[config.mk]
export PLATFORM = sky130hd
export DESIGN_NAME = vga_text_writer
export DESIGN_NICKNAME = d
export VERILOG_FILES = /design/src/rtl/vga_text_pkg.sv /design/src/rtl/vga_text_cursor.sv /design/src/rtl/vga_text_writer.sv
export SDC_FILE = /design/constraint.sdc
export NUM_CORES = 1
export LEC_CHECK = 0
export CAP_MARGIN = 25
export CORE_ASPECT_RATIO = 0.5
export CORE_MARGIN = 3
export CORE_UTILIZATION = 59
export DETAILED_ROUTE_END_ITERATION = 12
export PLACE_DENSITY = 0.83
export SLEW_MARGIN = 20
export SYNTH_ARGS = -nofsm -noshare
export SYNTH_HDL_FRONTEND = slang
export SYNTH_SLANG_ARGS = --single-unit
[constraint.sdc]
create_clock -name pclk -period 3.7 [get_ports pclk]
set_input_delay 0.74 -clock pclk [delete_from_list [all_inputs] [get_ports pclk]]
set_output_delay 0.74 -clock pclk [all_outputs]
set_load 0.005 [all_outputs]
[src/rtl/vga_text_pkg.sv]
`default_nettype none
// +----------------------------------------------------------------------+
// | vga_text_pkg : constants and FSM encoding for the VGA text writer    |
// | Build macro VGA_TEXT_CLEAR_ON_RESET_EN adds the CLR_ALL state.       |
// | Revision : 1.0                                                       |
// +----------------------------------------------------------------------+
package vga_text_pkg;

    localparam int COLS_DEF = 80;
    localparam int ROWS_DEF = 30;

    localparam logic [7:0] ASC_BS    = 8'h08;
    localparam logic [7:0] ASC_LF    = 8'h0A;
    localparam logic [7:0] ASC_CR    = 8'h0D;
    localparam logic [7:0] ASC_SPACE = 8'h20;

`ifdef VGA_TEXT_CLEAR_ON_RESET_EN
    typedef enum logic [2:0] {
        ST_IDLE      = 3'd0,
        ST_PUT       = 3'd1,
        ST_SCROLL_RD = 3'd2,
        ST_SCROLL_WR = 3'd3,
        ST_CLR_LINE  = 3'd4,
        ST_CLR_ALL   = 3'd5
    } state_t;
`else
    typedef enum logic [2:0] {
        ST_IDLE      = 3'd0,
        ST_PUT       = 3'd1,
        ST_SCROLL_RD = 3'd2,
        ST_SCROLL_WR = 3'd3,
        ST_CLR_LINE  = 3'd4
    } state_t;
`endif

    // Cursor action carried from byte acceptance to the end of the PUT cycle.
    typedef enum logic [1:0] {
        OP_NONE = 2'd0,
        OP_INC  = 2'd1,
        OP_LF   = 2'd2,
        OP_CR   = 2'd3
    } op_t;

    function automatic logic is_printable(input logic [7:0] c);
        return (c >= 8'h20) && (c <= 8'h7E);
    endfunction

endpackage
`default_nettype wire

[src/rtl/vga_text_cursor.sv]
`default_nettype none
// +----------------------------------------------------------------------+
// | vga_text_cursor : row/col/linear-address cursor with scroll request  |
// | Revision : 1.0                                                       |
// +----------------------------------------------------------------------+
module vga_text_cursor #(
    parameter int COLS   = 80,
    parameter int ROWS   = 30,
    parameter int ADDR_W = 12
) (
    input  logic              pclk,
    input  logic              rst,
    input  logic              i_inc,
    input  logic              i_dec,
    input  logic              i_cr,
    input  logic              i_lf,
    input  logic              i_home,
    output logic [4:0]        o_row,
    output logic [6:0]        o_col,
    output logic [ADDR_W-1:0] o_addr,
    output logic [ADDR_W-1:0] o_dec_addr,
    output logic              o_scroll_req
);

    localparam logic [4:0]        c_LAST_ROW      = 5'(ROWS - 1);
    localparam logic [6:0]        c_LAST_COL      = 7'(COLS - 1);
    localparam logic [ADDR_W-1:0] c_LAST_ROW_ADDR = ADDR_W'((ROWS - 1) * COLS);
    localparam logic [ADDR_W-1:0] c_COLS_A        = ADDR_W'(COLS);

    logic [4:0]        r_row;
    logic [6:0]        r_col;
    logic [ADDR_W-1:0] r_addr;

    logic              w_last_col;
    logic              w_last_row;
    logic [ADDR_W-1:0] w_line_start;

    assign w_last_col   = (r_col == c_LAST_COL);
    assign w_last_row   = (r_row == c_LAST_ROW);
    assign w_line_start = r_addr - ADDR_W'(r_col);

    assign o_row        = r_row;
    assign o_col        = r_col;
    assign o_addr       = r_addr;
    assign o_dec_addr   = r_addr - ADDR_W'(1);
    assign o_scroll_req = w_last_row && (i_lf || (i_inc && w_last_col));

    // The linear address tracks row*COLS+col by increments only.
    always_ff @(posedge pclk or negedge rst) begin
        if (!rst) begin
            r_row  <= '0;
            r_col  <= '0;
            r_addr <= '0;
        end else if (i_home) begin
            r_row  <= '0;
            r_col  <= '0;
            r_addr <= '0;
        end else if (i_inc) begin
            if (!w_last_col) begin
                r_col  <= r_col + 7'd1;
                r_addr <= r_addr + ADDR_W'(1);
            end else begin
                r_col <= '0;
                if (!w_last_row) begin
                    r_row  <= r_row + 5'd1;
                    r_addr <= r_addr + ADDR_W'(1);
                end else begin
                    r_addr <= c_LAST_ROW_ADDR;
                end
            end
        end else if (i_dec) begin
            if (r_col != 7'd0) begin
                r_col  <= r_col - 7'd1;
                r_addr <= r_addr - ADDR_W'(1);
            end else if (r_row != 5'd0) begin
                r_row  <= r_row - 5'd1;
                r_col  <= c_LAST_COL;
                r_addr <= r_addr - ADDR_W'(1);
            end
        end else if (i_cr) begin
            r_col  <= '0;
            r_addr <= w_line_start;
        end else if (i_lf) begin
            r_col <= '0;
            if (!w_last_row) begin
                r_row  <= r_row + 5'd1;
                r_addr <= w_line_start + c_COLS_A;
            end else begin
                r_addr <= c_LAST_ROW_ADDR;
            end
        end
    end

endmodule
`default_nettype wire

[src/rtl/vga_text_writer.sv]
`default_nettype none
// +----------------------------------------------------------------------+
// | vga_text_writer : byte stream to text RAM with wrap, CR/LF, BS, scroll|
// | Build macro VGA_TEXT_CLEAR_ON_RESET_EN: blank the RAM after reset.   |
// | Revision : 1.0                                                       |
// +----------------------------------------------------------------------+
module vga_text_writer
    import vga_text_pkg::*;
#(
    parameter int COLS   = COLS_DEF,
    parameter int ROWS   = ROWS_DEF,
    parameter int ADDR_W = 12
) (
    input  logic              pclk,
    input  logic              rst,
    input  logic              in_valid,
    input  logic [7:0]        in_char,
    output logic              in_ready,
    output logic              mem_we,
    output logic [ADDR_W-1:0] mem_addr,
    output logic [7:0]        mem_wdata,
    input  logic [7:0]        mem_rdata,
    output logic [4:0]        cur_row,
    output logic [6:0]        cur_col,
    output logic              busy
);

    localparam logic [ADDR_W-1:0] c_COPY_LAST = ADDR_W'(COLS * (ROWS - 1) - 1);
    localparam logic [ADDR_W-1:0] c_LAST_ADDR = ADDR_W'(COLS * ROWS - 1);
    localparam logic [ADDR_W-1:0] c_COLS_A    = ADDR_W'(COLS);

    state_t            r_state;
    op_t               r_op;
    logic              r_ready;
    logic              r_we;
    logic              r_busy;
    logic [ADDR_W-1:0] r_addr;
    logic [ADDR_W-1:0] r_idx;
    logic [7:0]        r_wdata;

    logic [ADDR_W-1:0] w_cur_addr;
    logic [ADDR_W-1:0] w_dec_addr;
    logic              w_scroll_req;
    logic              w_accept;
    logic              w_inc;
    logic              w_dec;
    logic              w_cr;
    logic              w_lf;
    logic              w_home;
    logic              w_bs_ok;

    assign w_accept = (r_state == ST_IDLE) && r_ready && in_valid;
    assign w_inc    = (r_state == ST_PUT) && (r_op == OP_INC);
    assign w_lf     = (r_state == ST_PUT) && (r_op == OP_LF);
    assign w_cr     = (r_state == ST_PUT) && (r_op == OP_CR);
    // Backspace moves the cursor first so the blanking write lands on the new cell.
    assign w_dec    = w_accept && (in_char == ASC_BS);
    assign w_bs_ok  = (cur_row != 5'd0) || (cur_col != 7'd0);

`ifdef VGA_TEXT_CLEAR_ON_RESET_EN
    logic r_cleared;
    assign w_home = (r_state == ST_CLR_ALL);
`else
    assign w_home = 1'b0;
`endif

    vga_text_cursor #(
        .COLS   (COLS),
        .ROWS   (ROWS),
        .ADDR_W (ADDR_W)
    ) u_cursor (
        .pclk         (pclk),
        .rst          (rst),
        .i_inc        (w_inc),
        .i_dec        (w_dec),
        .i_cr         (w_cr),
        .i_lf         (w_lf),
        .i_home       (w_home),
        .o_row        (cur_row),
        .o_col        (cur_col),
        .o_addr       (w_cur_addr),
        .o_dec_addr   (w_dec_addr),
        .o_scroll_req (w_scroll_req)
    );

    assign in_ready  = r_ready;
    assign mem_we    = r_we;
    assign mem_addr  = r_addr;
    assign busy      = r_busy;
    // RAM read data arrives during SCROLL_WR and is written straight back.
    assign mem_wdata = (r_state == ST_SCROLL_WR) ? mem_rdata : r_wdata;

    always_ff @(posedge pclk or negedge rst) begin
        if (!rst) begin
            r_state <= ST_IDLE;
            r_op    <= OP_NONE;
            r_ready <= 1'b0;
            r_we    <= 1'b0;
            r_busy  <= 1'b0;
            r_addr  <= '0;
            r_idx   <= '0;
            r_wdata <= '0;
`ifdef VGA_TEXT_CLEAR_ON_RESET_EN
            r_cleared <= 1'b0;
`endif
        end else begin
            case (r_state)
                ST_IDLE: begin
`ifdef VGA_TEXT_CLEAR_ON_RESET_EN
                    if (!r_cleared) begin
                        r_state <= ST_CLR_ALL;
                        r_we    <= 1'b1;
                        r_addr  <= '0;
                        r_wdata <= ASC_SPACE;
                        r_busy  <= 1'b1;
                    end else
`endif
                    if (w_accept) begin
                        r_ready <= 1'b0;
                        r_state <= ST_PUT;
                        r_op    <= OP_NONE;
                        if (is_printable(in_char)) begin
                            r_we    <= 1'b1;
                            r_addr  <= w_cur_addr;
                            r_wdata <= in_char;
                            r_op    <= OP_INC;
                        end else if (in_char == ASC_LF) begin
                            r_op <= OP_LF;
                        end else if (in_char == ASC_CR) begin
                            r_op <= OP_CR;
                        end else if ((in_char == ASC_BS) && w_bs_ok) begin
                            r_we    <= 1'b1;
                            r_addr  <= w_dec_addr;
                            r_wdata <= ASC_SPACE;
                        end
                    end else begin
                        r_ready <= 1'b1;
                    end
                end
                ST_PUT: begin
                    r_we <= 1'b0;
                    if (w_scroll_req) begin
                        r_state <= ST_SCROLL_RD;
                        r_busy  <= 1'b1;
                        r_idx   <= '0;
                        r_addr  <= c_COLS_A;
                    end else begin
                        r_state <= ST_IDLE;
                        r_ready <= 1'b1;
                    end
                end
                ST_SCROLL_RD: begin
                    r_state <= ST_SCROLL_WR;
                    r_we    <= 1'b1;
                    r_addr  <= r_idx;
                end
                ST_SCROLL_WR: begin
                    if (r_idx == c_COPY_LAST) begin
                        r_state <= ST_CLR_LINE;
                        r_addr  <= r_idx + ADDR_W'(1);
                        r_wdata <= ASC_SPACE;
                    end else begin
                        r_state <= ST_SCROLL_RD;
                        r_we    <= 1'b0;
                        r_idx   <= r_idx + ADDR_W'(1);
                        r_addr  <= r_idx + c_COLS_A + ADDR_W'(1);
                    end
                end
                ST_CLR_LINE: begin
                    if (r_addr == c_LAST_ADDR) begin
                        r_state <= ST_IDLE;
                        r_we    <= 1'b0;
                        r_busy  <= 1'b0;
                        r_ready <= 1'b1;
                    end else begin
                        r_addr <= r_addr + ADDR_W'(1);
                    end
                end
`ifdef VGA_TEXT_CLEAR_ON_RESET_EN
                ST_CLR_ALL: begin
                    if (r_addr == c_LAST_ADDR) begin
                        r_state   <= ST_IDLE;
                        r_we      <= 1'b0;
                        r_busy    <= 1'b0;
                        r_ready   <= 1'b1;
                        r_cleared <= 1'b1;
                    end else begin
                        r_addr <= r_addr + ADDR_W'(1);
                    end
                end
`endif
                default: begin
                    r_state <= ST_IDLE;
                    r_we    <= 1'b0;
                end
            endcase
        end
    end

endmodule
`default_nettype wire

# After elaboration in Yosys (flattened, before gate mapping)

Index checks and enable logic that the tools add are counted.

Output and inout bits: 35
Register bits after elaboration: 64
Logic and storage cells: 152
Input port bits: 19

Muxes and demuxes: 66
Reduce and logical (&&, ||, !) cells: 32
$lt $le $gt $ge: 2
Eq/ne operators: 29
Add/subtract/negate cells: 12

Operators with widths:

| operator                | count |
|---|---|
| $mux W12                | 19 |
| $pmux W12 S5            | 1 |
| $mux W8                 | 7 |
| $mux W7                 | 7 |
| $add A12 B1 Y12 const B | 4 |
| $mux W5                 | 8 |
| $add A12 B7 Y12 const B | 2 |
| $eq A12 B12 Y1 const B  | 2 |
| $eq A8 B4 Y1 const B    | 3 |
| $pmux W12 S2            | 1 |
| $pmux W8 S2             | 1 |
| $pmux W3 S5             | 1 |
| $ne A2 B2 Y1 const B    | 6 |
| $reduce_and A6 Y1       | 2 |
| $sub A12 B1 Y12 const B | 1 |
| $sub A12 B7 Y12         | 1 |
| $mux W1                 | 11 |
| $logic_and A1 B1 Y1     | 10 |
| $reduce_bool A5 Y1      | 2 |
| $mux W3                 | 3 |
| $reduce_and A3 Y1       | 3 |
| $ge A8 B6 Y1 const B    | 1 |
| $le A8 B7 Y1 const B    | 1 |
| $mux W2                 | 4 |
| other kinds (28)        | 40 |

# Logic depth before layout (Yosys ltp)

Depth in word-level cells: 9
Mapped depth: 14
Gate-level depth less buffers: 13

# Hierarchy

Synthesis repeated with hierarchy kept, for this count alone.

Cells, all modules: 719
Area, all modules: 5,672.9 µm²

Modules (own cells, without submodules):

| module          | area an instance (µm²) | cells each | times used |
|---|---|---|---|
| vga_text_writer | 2,884.0                | 354        | 1 |
| vga_text_cursor | 2,788.9                | 365        | 1 |

# Least setup slack after synthesis

OpenSTA, ideal clock, no wires.

Kind: register to register
From: reg u_cursor.r_addr[0] (netlist: u_cursor.o_addr[0])
To: reg u_cursor.r_addr[10] (netlist: u_cursor.o_addr[10])
Required time: 3.580 ns
Arrival: 2.608 ns
Cell stages (with the launch flop): 13
Path slack: 0.972 ns
Path through: dfrtp_1 > clkbuf_1 > inv_1 > ha_1 > inv_1 > fa_1 > a21o_1 > nor2b_1 > nor4_1 > xnor2_1 > a2111oi_2 > xnor2_1 > a31o_1

Longest elaborated chain between the ends: 7

Ends and longest elaborated chain:

| element                | RTL line              | source |
|---|---|---|
| start, declared        | vga_text_cursor.sv:32 | `logic [ADDR_W-1:0] r_addr;` |
| start signal, assigned | vga_text_cursor.sv:61 | `r_addr <= r_addr + ADDR_W'(1);` |
| start signal, assigned | vga_text_cursor.sv:66 | `r_addr <= r_addr + ADDR_W'(1);` |
| start signal, assigned | vga_text_cursor.sv:68 | `r_addr <= c_LAST_ROW_ADDR;` |
| $sub A12 B7 Y12        | vga_text_cursor.sv:40 | `assign w_line_start = r_addr - ADDR_W'(r_col);` |
| $add A12 B7 Y12        | vga_text_cursor.sv:87 | `r_addr <= w_line_start + c_COLS_A;` |
| $mux W12               | vga_text_cursor.sv:85 | `if (!w_last_row) begin` |
| $mux W12               | vga_text_cursor.sv:83 | `end else if (i_lf) begin` |
| $mux W12               | vga_text_cursor.sv:80 | `end else if (i_cr) begin` |
| $mux W12               | vga_text_cursor.sv:71 | `end else if (i_dec) begin` |
| $mux W12 *             | vga_text_cursor.sv:58 | `end else if (i_inc) begin` |

Every way passes the cells marked *; elsewhere a longest branch is shown, timed or not. The select of a mux whose other input is x is not followed.
A chain may end at the register's enable or synchronous reset.

# Final worst setup path

From: reg u_cursor.r_addr[0] (netlist: u_cursor.o_addr[0])
To: reg u_cursor.r_addr[6] (netlist: u_cursor.o_addr[6])

The elaborated chain is that of the path after synthesis.

==> metrics.md <==
| Metric | Value |
|---|---|
| Most instantiated cells after synthesis | `nand2_1 (69), dfrtp_1 (64), o21ai_0 (57), nor2_1 (54), a21oi_1 (46)` |
| Syn Area/Cell | `7.81 um2` |
| Setup crit end kind | `flop` |
| Fillcell total | `680` |
| ANT cells | `0` |
| Synth warn | `0` |
| I/O Pins | `54` |
| # rows | `24` |
| Cts bufs inserted | `9` |
| Max Cap Viol | `0` |
| #FFs+latches synth | `64` |
| Clk sinks | `64` |
| Initial DRC Count | `677` |
| Die W | `142 um` |
| Hpwl dp | `10500 um` |
| Critical path peak fanout | `9` |
| Via density | `6.55` |
| Fmax | `318 MHz` |
| Met1 Use GR | `42.8%` |
| Largest net degree at the start of global routing | `65` |
| Cell count after synthesis | `700` |
| Final period utilization | `85.1%` |
| Worst hold slack | `502 ps` |
| Max Root-Sink Buffers | `2` |
| Hold path cells | `1` |
| First-pass GRT wire length | `24800 um` |
| Total die area | `10500 um2` |
| Met3 usage | `6.87%` |
| DP Area | `5980 um2` |
| IO Port Bufs | `53` |
| CTS tree | `yes` |
| Post-CTS setup buffer count | `0` |
| Ys flop type | `dfrtp_1` |
| First-pass DRT Iterations | `5` |
| RR Startpoint | `u_cursor.o_addr[0]` |
| DRC viols | `0` |
| Final Hold Fails | `0` |
| Tmin final | `3150 ps` |
| HP Class | `flop to flop` |
| Mapped Nets | `738` |
| Post-Place Cells | `834` |
| Largest area contributor in the netlist | `dfrtp_1` |
| Post-Route Setup TNS | `0 ps` |
| GRT Residual Overflow | `0` |
| Number of global-route vias before repair | `4897` |
| Post-route cell area | `6340 um2` |
| H-Tree Level Count | `3` |
| Post-synthesis sequential area ratio | `29.3%` |
| Post-synth cell types | `87` |
| Max_slew headroom | `37.0%` |
| Leak Pwr | `2.54 nW` |
| Total GRT Usage | `29.1%` |
| Routed length per instance | `17.7 um` |
| Max Slew Vio Count | `0` |
| Pwr per Cell Area | `668 nW/um2` |
| Crit Path Category | `flop to flop` |
| Post_cts resized | `0` |
| Status | `complete, no violations` |
| Final wirelength | `15100 um` |
| Met2 usage | `44.2%` |
| Area fraction of the dominant cell type after synthesis | `29.3%` |
| Top cells by area, synth | `dfrtp_1 (29%), o21ai_0 (5.2%), nand2_1 (4.7%)` |
| Async SR Flop Fraction | `100%` |
| Clock transition at path regs | `60 ps` |
| CP required | `3900 ps` |
| Clock Skew | `6.53 ps` |
| Register-to-Register Path Depth | `13` |
| Final Wtd Congestion | `0.898` |
| Initial Utilization | `61.8%` |
| Antenna-violating nets left | `0` |
| Busiest grt layer | `met2` |
| Root buf cell | `clkbuf_16` |
| Hold Startpoint | `mem_we` |
| Worst R2R Setup Slack | `550 ps` |
| Most common cell in the synthesized netlist | `nand2_1` |
| Synthesized cell area | `5470 um2` |
| Worst Max-Slew Pin Slew | `945 ps` |
| RSZ-0062 raised after global routing | `false` |
| Chip height | `74.1 um` |
| P&R area growth vs syn | `16.0%` |
| Hold bufs inserted after CTS | `0` |
| Nets | `766` |
| Initial antenna violation count | `0` |
| Worst-Skew Late Latency | `340 ps` |
| Layout cells sized above 1 | `7.09%` |
| Fin cells | `850` |
| Post-synth EDFFs | `0` |
| Worst IR drop on VDD | `0.000425 V` |
| Crit start category | `flop` |
| Core area | `8860 um2` |
| Hold endpoint | `mem_we` |
| Vias | `5569` |
| Final setup viols | `0` |
| Worst path arrival time | `3340 ps` |
| FF-to-FF End | `u_cursor.o_addr[6]` |
## worst max-delay path, cell delays in order (launching register included)
cell	delay, ps
dfrtp_1	510
inv_1	230
ha_1	200
inv_1	50
fa_1	400
a21o_1	220
a21oi_1	190
xor2_1	200
inv_1	90
ha_1	210
nor2_1	140
xnor2_1	120
a221oi_1	380
a21oi_1	70
## cell type report
type	instances	area (um2)	area share, %
Multi-Input combinational cell	558	3520	55.5
Sequential cell	64	1600	25.2
Timing Repair Buffer	61	586	9.23
Clock buffer	11	233	3.67
Tap cell	117	146	2.31
Clock inverter	5	129	2.03
Inverter	34	128	2.01
## cell usage in the layout (no fill, tap or decap), drive strengths merged, types with 5 or more instances in the layout
master,n
o21ai,79
nand2,70
dfrtp,64
nor2,57
clkdlybuf4s50,52
a21oi,49
inv,34
nand3,33
nor3,22
xor2,20
xnor2,20
ha,18
and3,17
a31oi,14
a221oi,12
nor4,12
nand4,11
clkbuf,11
o31ai,9
buf,9
nand2b,8
o22ai,8
nor2b,7
a211oi,7
and2,6
a21o,5
## per-stage QoR
stage | power, mW | utilization [%] | setup WS, ps
2_1_floorplan | 2.51 | - | 972
3_3_place_gp | 3.07 | 67.5 | 559
3_5_place_dp | 3.12 | 67.5 | 469
4_1_cts | 4.20 | 71.6 | 579
5_1_grt | 4.53 | 71.6 | 360
6_report | 4.24 | 71.6 | 552
## where the power goes
group / switching [mW] / internal, mW
clock: 0.320 / 0.728
combinational: 1.02 / 0.904
sequential: 0.385 / 0.877
total: 1.73 / 2.51
## flip-flops by register name (all words and copies together), names as in the netlist
| signal | flops |
|---|---|
| busy | 1 |
| r_state | 3 |
| r_op | 2 |
| in_ready | 1 |
| u_cursor.o_addr | 12 |
| u_cursor.o_row | 5 |
| r_idx | 12 |
| mem_we | 1 |
| r_wdata | 8 |
| mem_addr | 12 |
| u_cursor.o_col | 7 |
## layer usage
| metal | wire, um | part of all wire [%] |
|---|---|---|
| met2 | 6490 | 43 |
| met4 | 233 | 1.5 |
| met5 | 0 | 0 |
| met3 | 1470 | 9.7 |
| met1 | 6860 | 46 |
## cells by family (layout without fill, tap and decap cells)
| kind of cell | Yosys count | count (layout) | share of synthesized area [%] |
|---|---|---|---|
| AOI/OAI and AO/OA | 223 | 223 | 26.9 |
| xor gates and xnor gates | 40 | 40 | 6.40 |
| adders and majority gates | 19 | 19 | 4.48 |
| buffers and inverters | 78 | 111 | 6.34 |
| DFF | 64 | 64 | 29.3 |
| muxes | 5 | 5 | 1.01 |
| and+or+nand+nor | 271 | 271 | 25.6 |
## worst max-delay path by stage
stage	slack [ps]	depth (start not counted)	endpoint	start
floorplan	970	12	u_cursor.o_addr[10]	u_cursor.o_addr[0]
global placement	560	7	u_cursor.o_row[3]	in_char[2]
detailed placement	470	8	u_cursor.o_row[4]	in_char[6]
CTS	580	4	mem_wdata[6]	r_state[2]
global route	360	13	u_cursor.o_addr[6]	u_cursor.o_addr[0]
finish	550	13	u_cursor.o_addr[6]	u_cursor.o_addr[0]
(Power assumes the default switching activity.)
